**src/rtl/sram_bist_pkg.sv**
```systemverilog
// sram_bist shared types: FSM states, pattern modes
// and default SRAM geometry.
package sram_bist_pkg;

  localparam int ADDR_W_DEF = 19;
  localparam int DATA_W_DEF = 16;
  localparam int MODE_W     = 2;

  typedef enum logic [1:0] {
    ST_IDLE,
    ST_WRITE,
    ST_READ,
    ST_DONE
  } state_e;

  typedef enum logic [MODE_W-1:0] {
    MODE_ADDR  = 2'd0,
    MODE_INV   = 2'd1,
    MODE_CHECK = 2'd2,
    MODE_WALK  = 2'd3
  } mode_e;

endpackage

```
**src/rtl/sram_bist_pattern.sv**
```systemverilog
// Combinational test pattern for a given mode and
// address, sized to the SRAM data width.
module sram_bist_pattern
  import sram_bist_pkg::*;
#(
  parameter int ADDR_W = ADDR_W_DEF,
  parameter int DATA_W = DATA_W_DEF
) (
  input  mode_e             mode,
  input  logic [ADDR_W-1:0] addr,
  output logic [DATA_W-1:0] pattern
);

  localparam logic [ADDR_W-1:0] DW =
    ADDR_W'(DATA_W);

  logic [DATA_W-1:0] lsb;
  logic [DATA_W-1:0] chk;
  logic [ADDR_W-1:0] shamt;

  always_comb begin
    lsb   = DATA_W'(addr);
    shamt = addr % DW;
    chk   = '0;
    // even addr -> ...0101, odd addr -> ...1010
    for (int i = 0; i < DATA_W; i++) begin
      chk[i] = (i % 2 == 0) ^ addr[0];
    end
    pattern = '0;
    unique case (mode)
      MODE_ADDR:  pattern = lsb;
      MODE_INV:   pattern = ~lsb;
      MODE_CHECK: pattern = chk;
      MODE_WALK:  pattern = DATA_W'(1) << shamt;
    endcase
  end

endmodule

```
**src/rtl/sram_bist.sv**
```systemverilog
// SRAM BIST engine: fills 0..ADDR_LAST with a pattern,
// reads it back and reports errors.
module sram_bist
  import sram_bist_pkg::*;
#(
  parameter int ADDR_W = ADDR_W_DEF,
  parameter int DATA_W = DATA_W_DEF,
  parameter logic [ADDR_W-1:0] ADDR_LAST =
    ADDR_W'('h0FFFF),
  parameter int ERR_W = 16
) (
  input  logic              clk_50m,
  input  logic              rst_n,
  input  logic              start,
  input  logic [1:0]        mode,
  output logic              wr_req,
  output logic [ADDR_W-1:0] wr_addr,
  output logic [DATA_W-1:0] wr_data,
  input  logic              wr_ack,
  output logic              rd_req,
  output logic [ADDR_W-1:0] rd_addr,
  input  logic [DATA_W-1:0] rd_data,
  input  logic              rd_valid,
  output logic              busy,
  output logic              done,
  output logic              pass,
  output logic [ERR_W-1:0]  err_count,
  output logic [ADDR_W-1:0] first_err_addr
);

  state_e            state;
  mode_e             mode_q;
  mode_e             pat_mode;
  logic [ADDR_W-1:0] addr;
  logic [ADDR_W-1:0] addr_inc;
  logic [ADDR_W-1:0] pat_addr;
  logic [DATA_W-1:0] pat;
  logic [DATA_W-1:0] exp_q;
  logic [ERR_W-1:0]  err_nxt;
  logic              idle_ish;
  logic              at_last;
  logic              step;
  logic              miss;

  // The shared pattern unit always looks one word
  // ahead so write data and expected data register.
  always_comb begin
    idle_ish = (state == ST_IDLE) ||
               (state == ST_DONE);
    at_last  = (addr == ADDR_LAST);
    step     = (state == ST_WRITE && wr_ack) ||
               (state == ST_READ && rd_valid);
    addr_inc = at_last ? '0 : addr + 1'b1;
    pat_addr = step ? addr_inc :
               (idle_ish ? '0 : addr);
    pat_mode = idle_ish ? mode_e'(mode) : mode_q;
    miss     = (rd_data != exp_q);
    err_nxt  = err_count;
    if (miss && !(&err_count))
      err_nxt = err_count + 1'b1;
  end

  sram_bist_pattern #(
    .ADDR_W (ADDR_W),
    .DATA_W (DATA_W)
  ) u_pattern (
    .mode    (pat_mode),
    .addr    (pat_addr),
    .pattern (pat)
  );

  always_ff @(posedge clk_50m or negedge rst_n) begin
    if (!rst_n) begin
      state          <= ST_IDLE;
      mode_q         <= MODE_ADDR;
      addr           <= '0;
      exp_q          <= '0;
      wr_req         <= 1'b0;
      wr_addr        <= '0;
      wr_data        <= '0;
      rd_req         <= 1'b0;
      rd_addr        <= '0;
      busy           <= 1'b0;
      done           <= 1'b0;
      pass           <= 1'b0;
      err_count      <= '0;
      first_err_addr <= '0;
    end else begin
      unique case (state)
        ST_IDLE, ST_DONE: begin
          if (start) begin
            state          <= ST_WRITE;
            mode_q         <= mode_e'(mode);
            addr           <= '0;
            err_count      <= '0;
            first_err_addr <= '0;
            done           <= 1'b0;
            pass           <= 1'b0;
            busy           <= 1'b1;
            wr_req         <= 1'b1;
            wr_addr        <= '0;
            wr_data        <= pat;
          end
        end
        ST_WRITE: begin
          if (wr_ack) begin
            addr <= addr_inc;
            if (at_last) begin
              state   <= ST_READ;
              wr_req  <= 1'b0;
              wr_addr <= '0;
              wr_data <= '0;
              rd_req  <= 1'b1;
              rd_addr <= '0;
              exp_q   <= pat;
            end else begin
              wr_addr <= addr_inc;
              wr_data <= pat;
            end
          end
        end
        ST_READ: begin
          if (rd_valid) begin
            addr      <= addr_inc;
            err_count <= err_nxt;
            if (miss && err_count == '0)
              first_err_addr <= addr;
            if (at_last) begin
              state   <= ST_DONE;
              rd_req  <= 1'b0;
              rd_addr <= '0;
              busy    <= 1'b0;
              done    <= 1'b1;
              pass    <= (err_nxt == '0);
            end else begin
              rd_addr <= addr_inc;
              exp_q   <= pat;
            end
          end
        end
      endcase
    end
  end

endmodule

```
**config.mk**
```make
export PLATFORM = sky130hd
export DESIGN_NAME = sram_bist
export DESIGN_NICKNAME = d
export VERILOG_FILES = /design/src/rtl/sram_bist_pkg.sv /design/src/rtl/sram_bist_pattern.sv /design/src/rtl/sram_bist.sv
export SDC_FILE = /design/constraint.sdc
export NUM_CORES = 1
export LEC_CHECK = 0
export CELL_PAD_IN_SITES_DETAIL_PLACEMENT = 0
export CELL_PAD_IN_SITES_GLOBAL_PLACEMENT = 1
export CORE_MARGIN = 2
export CORE_UTILIZATION = 44
export DETAILED_ROUTE_END_ITERATION = 10
export GPL_TIMING_DRIVEN = 0
export PLACE_DENSITY_LB_ADDON = 0.12
export SYNTH_ARGS = -nofsm -noshare
export SYNTH_HDL_FRONTEND = slang
export SYNTH_SLANG_ARGS = --single-unit
```
**constraint.sdc**
```tcl
create_clock -name clk_50m -period 7 [get_ports clk_50m]
set_input_delay 1.4 -clock clk_50m [delete_from_list [all_inputs] [get_ports clk_50m]]
set_output_delay 1.4 -clock clk_50m [all_outputs]
set_load 0.01 [all_outputs]
```
==> After elaboration in Yosys (flattened, before gate mapping) <==
Index checks and enable logic that the tools add are counted.
{ "totals": {"register_bits": 133, "latchBits": 0, "ramBits": 0, "romBits": 0, "in_bits": 23, "output_inout_bits": 94, "word_cells": 114, "n_memories": 0} }
{ "classes": {"n_addsub": 2, "n_mul": 0, "n_div": 0, "order_cmp": 0, "eq_ne": 15, "shifts": 1, "n_mux": 53, "n_bitwise": 2, "n_reduce_logical": 27} }
{ "op_table": {"columns": ["op", "count"], "rows": [
  ["19-bit 2-to-1 mux", 11],
  ["16-bit 2-to-1 mux", 12],
  ["19-bit case mux with 2 select lines", 3],
  ["16-bit case mux with 2 select lines", 3],
  ["16-bit case mux with 4 select lines", 1],
  ["19-bit case mux with 3 select lines", 1],
  ["16-bit logical NOT", 2],
  ["19-bit by 1-bit adder with 19-bit output (second input constant)", 1],
  ["19-bit by 16-bit == test with 1-bit output (second input constant)", 1],
  ["16-bit by 1-bit adder with 16-bit output (second input constant)", 1],
  ["16-bit inequality test", 1],
  ["16-bit NOT", 1],
  ["16-bit AND reduction", 1],
  ["4-bit AND reduction", 4],
  ["1-bit by 4-bit left shift with 16-bit output (first input constant)", 1],
  ["5-bit AND reduction", 3],
  ["2-bit 2-to-1 mux", 6],
  ["2-bit inequality test (second input constant)", 6],
  ["1-bit 2-to-1 mux", 10],
  ["1-bit case mux with 2 select lines", 5],
  ["3-bit AND reduction", 3],
  ["2-bit == test (second input constant)", 4],
  ["2-bit case mux with 3 select lines", 1],
  ["2-bit nonzero test", 3],
  ["other kinds (9)", 15]
]} }

==> Longest topological paths before layout <==
{ "depth": {"ltp_word": 9, "ltp_mapped": 10, "depth_no_buf": 9} }

==> By module <==
Synthesis repeated with hierarchy kept, for this count alone.
{ "unflattened": {"cells_unflattened": 770, "hier_area_um2": 7136.8} }
{ "by_module_without_submodules": {"columns": ["mod", "instances", "cells_each", "area_each_um2", "seq_area_each_um2"], "rows": [
  ["sram_bist", 1, 695, 6702.7, 3328.2],
  ["sram_bist_pattern", 1, 75, 434.2, 0.0]
]} }

==> Least setup slack after synthesis <==
Ideal clock, no wire load.
{ "synth_timing": {"path_type": "input port to flip-flop", "startpoint": "in wr_ack", "endpoint": "reg exp_q[12]", "setup_time_ns": 0.125, "t_arrival_ns": 3.256, "required_ns": 6.875, "setup_slack_ns": 3.620, "stages": 9, "n_path_buf": 2, "path_cell_list": "clkbuf_1 -> a221oi_2 -> mux2i_1 -> a31oi_1 -> and2_1 -> clkbuf_1 -> a21oi_1 -> o31a_1 -> mux2_2"} }
{ "synth_via": {"elab_chain_len": 8, "elab_cells_between_ends": 14, "cone_classes": "1 x eq/ne; 1 x shift; 7 x mux; 2 x bitwise; 3 x reduce/logical"} }
{ "synth_rtl": {"columns": ["element", "line_no", "rtl"], "rows": [
  ["start: declaration", "sram_bist.sv:19", "input logic wr_ack,"],
  ["1-bit logical AND", "sram_bist.sv:51", "step = (state == ST_WRITE && wr_ack) ||"],
  ["1-bit logical OR", "sram_bist.sv:51", null],
  ["16-bit 2-to-1 mux", "sram_bist.sv:54", "pat_addr = step ? addr_inc :"],
  ["1-bit by 4-bit left shift with 16-bit output, or another cell as far along", "sram_bist_pattern.sv:34", "MODE_WALK: pattern = DATA_W'(1) << shamt;"],
  ["16-bit case mux with 4 select lines", "sram_bist_pattern.sv:30", "unique case (mode)"],
  ["16-bit 2-to-1 mux, on equally long branches", "sram_bist.sv:128, sram_bist.sv:108", null],
  ["16-bit 2-to-1 mux, on equally long branches", "sram_bist.sv:123, sram_bist.sv:106", null],
  ["16-bit case mux with 2 select lines", "sram_bist.sv:89", "unique case (state)"],
  ["end signal: assignment", "sram_bist.sv:115", "exp_q <= pat;"],
  ["end signal: assignment", "sram_bist.sv:137", "exp_q <= pat;"],
  ["end: declaration", "sram_bist.sv:38", "logic [DATA_W-1:0] exp_q;"]
]} }
Several ways; a longest one is shown, not always the timed one. The select of a mux whose other input is x is not followed.
A chain may end at the register's enable or synchronous reset.

==> Final worst setup path <==
{ "layout_timing": {"startpoint": "in rd_data[3]", "endpoint": "reg pass"} }
{ "layout_via": {"elab_chain_len": 7} }
{ "layout_rtl": {"columns": ["element", "line_no", "rtl"], "rows": [
  ["start: declaration", "sram_bist.sv:22", "input logic [DATA_W-1:0] rd_data,"],
  ["16-bit inequality test", "sram_bist.sv:57", "miss = (rd_data != exp_q);"],
  ["1-bit logical AND", "sram_bist.sv:59", "if (miss && !(&err_count))"],
  ["16-bit 2-to-1 mux", "sram_bist.sv:59", null],
  ["16-bit logical NOT", "sram_bist.sv:134", "pass <= (err_nxt == '0);"],
  ["1-bit 2-to-1 mux", "sram_bist.sv:128", "if (at_last) begin"],
  ["1-bit 2-to-1 mux", "sram_bist.sv:123", "if (rd_valid) begin"],
  ["1-bit case mux with 2 select lines", "sram_bist.sv:89", null],
  ["end signal: assignment", "sram_bist.sv:134", null],
  ["end: declaration", "sram_bist.sv:26", "output logic pass,"]
]} }
Every way passes these cells. The select of a mux whose other input is x is not followed.

==> metrics.yaml <==
layout:
  layout-drive-gt1-share_pct: 8.76
  stdcell_area_um2: 9220
  final_cell_mix: "dfrtp_1, clkdlybuf4s50_1, nand2_1"
  final_cells: 1129
  multi_input_area_um2: 3580
  fillers: 1483
  layout_commonest_cell: "dfrtp_1"
  regArea_um2: 3330
  area_growth_pct: 28.0
  n_antenna_cell: 0
  nets: 928
yosys:
  synth_top_cell_by_area: "dfrtp_1"
  synth_edf_count: 0
  synth_area_per_cell_um2: 9.40
  synthFlopType: "dfrtp_1"
  synth-seq-cells: 133
  ys_seq_area_share_pct: 46.2
  ys_types: 74
  synth_nets: 794
  synth_top_area_share_pct: 46.2
  yosys_warnings: 0
  synthTopCellsByArea: "dfrtp_1, o21ai_0, a22o_1"
  async_flop_share_pct: 100
  synth.cell_area_um2: 7200
  synthCells: 766
clock_network:
  cts_hold_buf: 0
  post_cts_buffers: 0
  cts_tree: "built"
  clkTransAtPathRegs_ns: 0.06
  numCtsBuffers: 17
  cts_buffer_depth: 2
  cts_sinks: 133
  clk_latency_ns: 0.42
  htreeDepth: 4
  post_cts_resized: 0
  cts_root_buf: "clkbuf_16"
global_routing:
  antenna_found_initial: 0
  grt_pass1_vias: 6344
  grt_use_met3_pct: 5.00
  grt-busiest-layer: "met2"
  grt_max_degree: 68
  grt_usage_pct: 25.9
  use_met2_pct: 40.2
  grt_overflow: 0
  grt_pass1_wl_um: 35800
  grtUsageMet1_pct: 37.3
place:
  hpwl_um: 16600
  placed_cells_incl_taps: 1097
  gp_routability_congestion: 0.907
  dpl-instance-area_um2: 8640
  dp_slack_ns: 2.75
  io_buffers: 114
critical_path:
  cpLargestDelayFamily: "simple AND/OR/NAND/NOR gates"
  crit_path_end_kind: "register"
  worst_ep_required_time_ns: 7.33
  cp_slowest_cell: "nor4_4"
  cp_num_buf_inv: 2
  rr_endpoint: "pass$_DFFE_PN0P_"
  worst_ep_arrival_time_ns: 4.17
  path_cells: "clkdlybuf4s50_1 > xnor2_1 > nand4_1 > nor4_4 > clkbuf_1 > o211ai_1 > a221oi_1 > nand4b_1 > o31ai_2"
  rrSetupSlack_ns: 3.44
  ff2ff_path_depth: 10
  critPathKind: "in -> reg"
  r2r_start: "state[0]$_DFFE_PN0P_"
  cpPeakStageDelay_ns: 0.59
  start_kind: "primary input"
  critPathMaxFanout: 10
floorplan:
  fp.dieH_um: 132
  core_area_um2: 15900
  io_pins: 117
  rows: 46
  dieArea_um2: 17400
  die_w_um: 132
  start_util_pct: 45.1
pwr:
  leakagePower_nw: 3.77
  vdd_ir_drop_max_mv: 0.244
  p_per_area_nw_per_um2: 324
  total_power_mw: 2.99
min_path:
  worstHoldEndpoint: "rd_addr[13]$_DFFE_PN0P_"
  hold_depth: 2
  hold_class: "reg -> reg"
  min-delay-start: "rd_addr[13]$_DFFE_PN0P_"
timing:
  relSlewSlack_pct: 19.8
  maxSlewViolCount: 0
  timing.fmax_mhz: 261
  final-setup-viol-count: 0
  grt_setup_unrepaired: "no"
  period_share_pct: 54.8
  setup_slack_ns: 3.16
  hold_viol: 0
  finClkSkew_ns: 0.00800
  worst_slew_pin_slew_ns: 1.20
  min_period_ns: 3.84
routing:
  wl_um: 22400
  firstDrtPassIters: 5
  post_drt_wl_per_cell_um: 19.8
  drtIter0Drc: 543
  vias_per_cell: 5.90
  drc: 0
  antenna_left: 0
  vias: 6656
job:
  drv_cap: 0
status:
  status: "finished clean"
## logic make-up after synthesis
logic type / after synthesis / synth area share (%)
muxes: 18 / 2.73
adders and majority gates: 5 / 0.869
DFF: 133 / 46.2
buffers and inverters: 67 / 4.00
and+or+nand+nor: 257 / 18.4
xor gates and xnor gates: 37 / 4.50
AOI/OAI and AO/OA: 249 / 23.3
## per-stage QoR
step	setup TNS, ns	util, %	hold slack, ns
finish	0	57.8	0.473
global route	0	57.8	0.500
CTS	0	57.8	0.479
detailed placement	0	54.2	0.466
global placement	-82.58	54.0	0.453
floorplan	0	-	0.464
## synth_stat cells (3+ instances only)
master / number
a211oi_1: 4
a21oi_1: 36
a22o_1: 44
a22oi_1: 5
a31oi_1: 15
a41oi_1: 3
and2_1: 5
and3_1: 8
buf_2: 5
buf_4: 3
clkbuf_1: 44
clkbuf_2: 3
dfrtp_1: 133
ha_1: 5
inv_1: 9
mux2_2: 13
mux2i_1: 5
nand2_1: 95
nand2b_1: 3
nand3_1: 25
nand4_1: 14
nor2_1: 46
nor3_1: 16
nor3b_1: 5
nor4_1: 8
o211ai_1: 3
o21ai_0: 80
o22ai_1: 3
o31a_1: 3
o31ai_1: 26
or3_1: 7
or4_1: 4
xnor2_1: 31
xor2_1: 6
## where the power goes
part           internal (mW)  total (mW)  switching (mW)
Combinational          0.422        1.17           0.751
Sequential             0.873       0.942          0.0692
Clock                  0.513       0.872           0.359
Total                   1.81        2.99            1.18
## registers in the layout, summed over array words and instances (netlist names), 2 cells and up
signal and count:
addr 19, err_count 16, exp_q 16, first_err_addr 19, mode_q 2, rd_addr 19, state 2, wr_addr 19
wr_data 16
## routing by layer
| layer | wire, µm | share of wire [%] |
|---|---|---|
| met5 | 0 | 0 |
| met3 | 1210 | 5.4 |
| met1 | 10500 | 47 |
| met2 | 10300 | 46 |
| met4 | 372 | 1.7 |
## worst min-delay path, delay by kind of cell (launching register included)
family,cells,cell delay [ns]
flip-flops,1,0.34
AND/OR/NAND/NOR,2,0.10
## how the worst max path moves through the flow
stage	depth (start not counted)	slack, ns	to	start
final	9	3.16	pass$_DFFE_PN0P_	rd_data[3]
after global routing	9	2.99	pass$_DFFE_PN0P_	rd_data[0]
after CTS	9	3.19	pass$_DFFE_PN0P_	rd_data[5]
after detailed placement	9	2.75	pass$_DFFE_PN0P_	rd_data[5]
after global placement	1	-0.63	exp_q[12]$_DFFE_PN0P_	rst_n
after floorplan	9	3.62	exp_q[12]$_DFFE_PN0P_	wr_ack
## cell type report
| type | count | area share [%] |
|---|---|---|
| timing repair buffer | 115 | 12.7 |
| multi-input combinational | 566 | 38.9 |
| buffer | 57 | 2.72 |
| inverter | 10 | 0.407 |
| tap | 216 | 2.93 |
| sequential | 133 | 36.1 |
| clock inverter | 12 | 1.32 |
| clock buffer | 20 | 4.96 |
No activity file was read; power rests on OpenSTA's default activity.
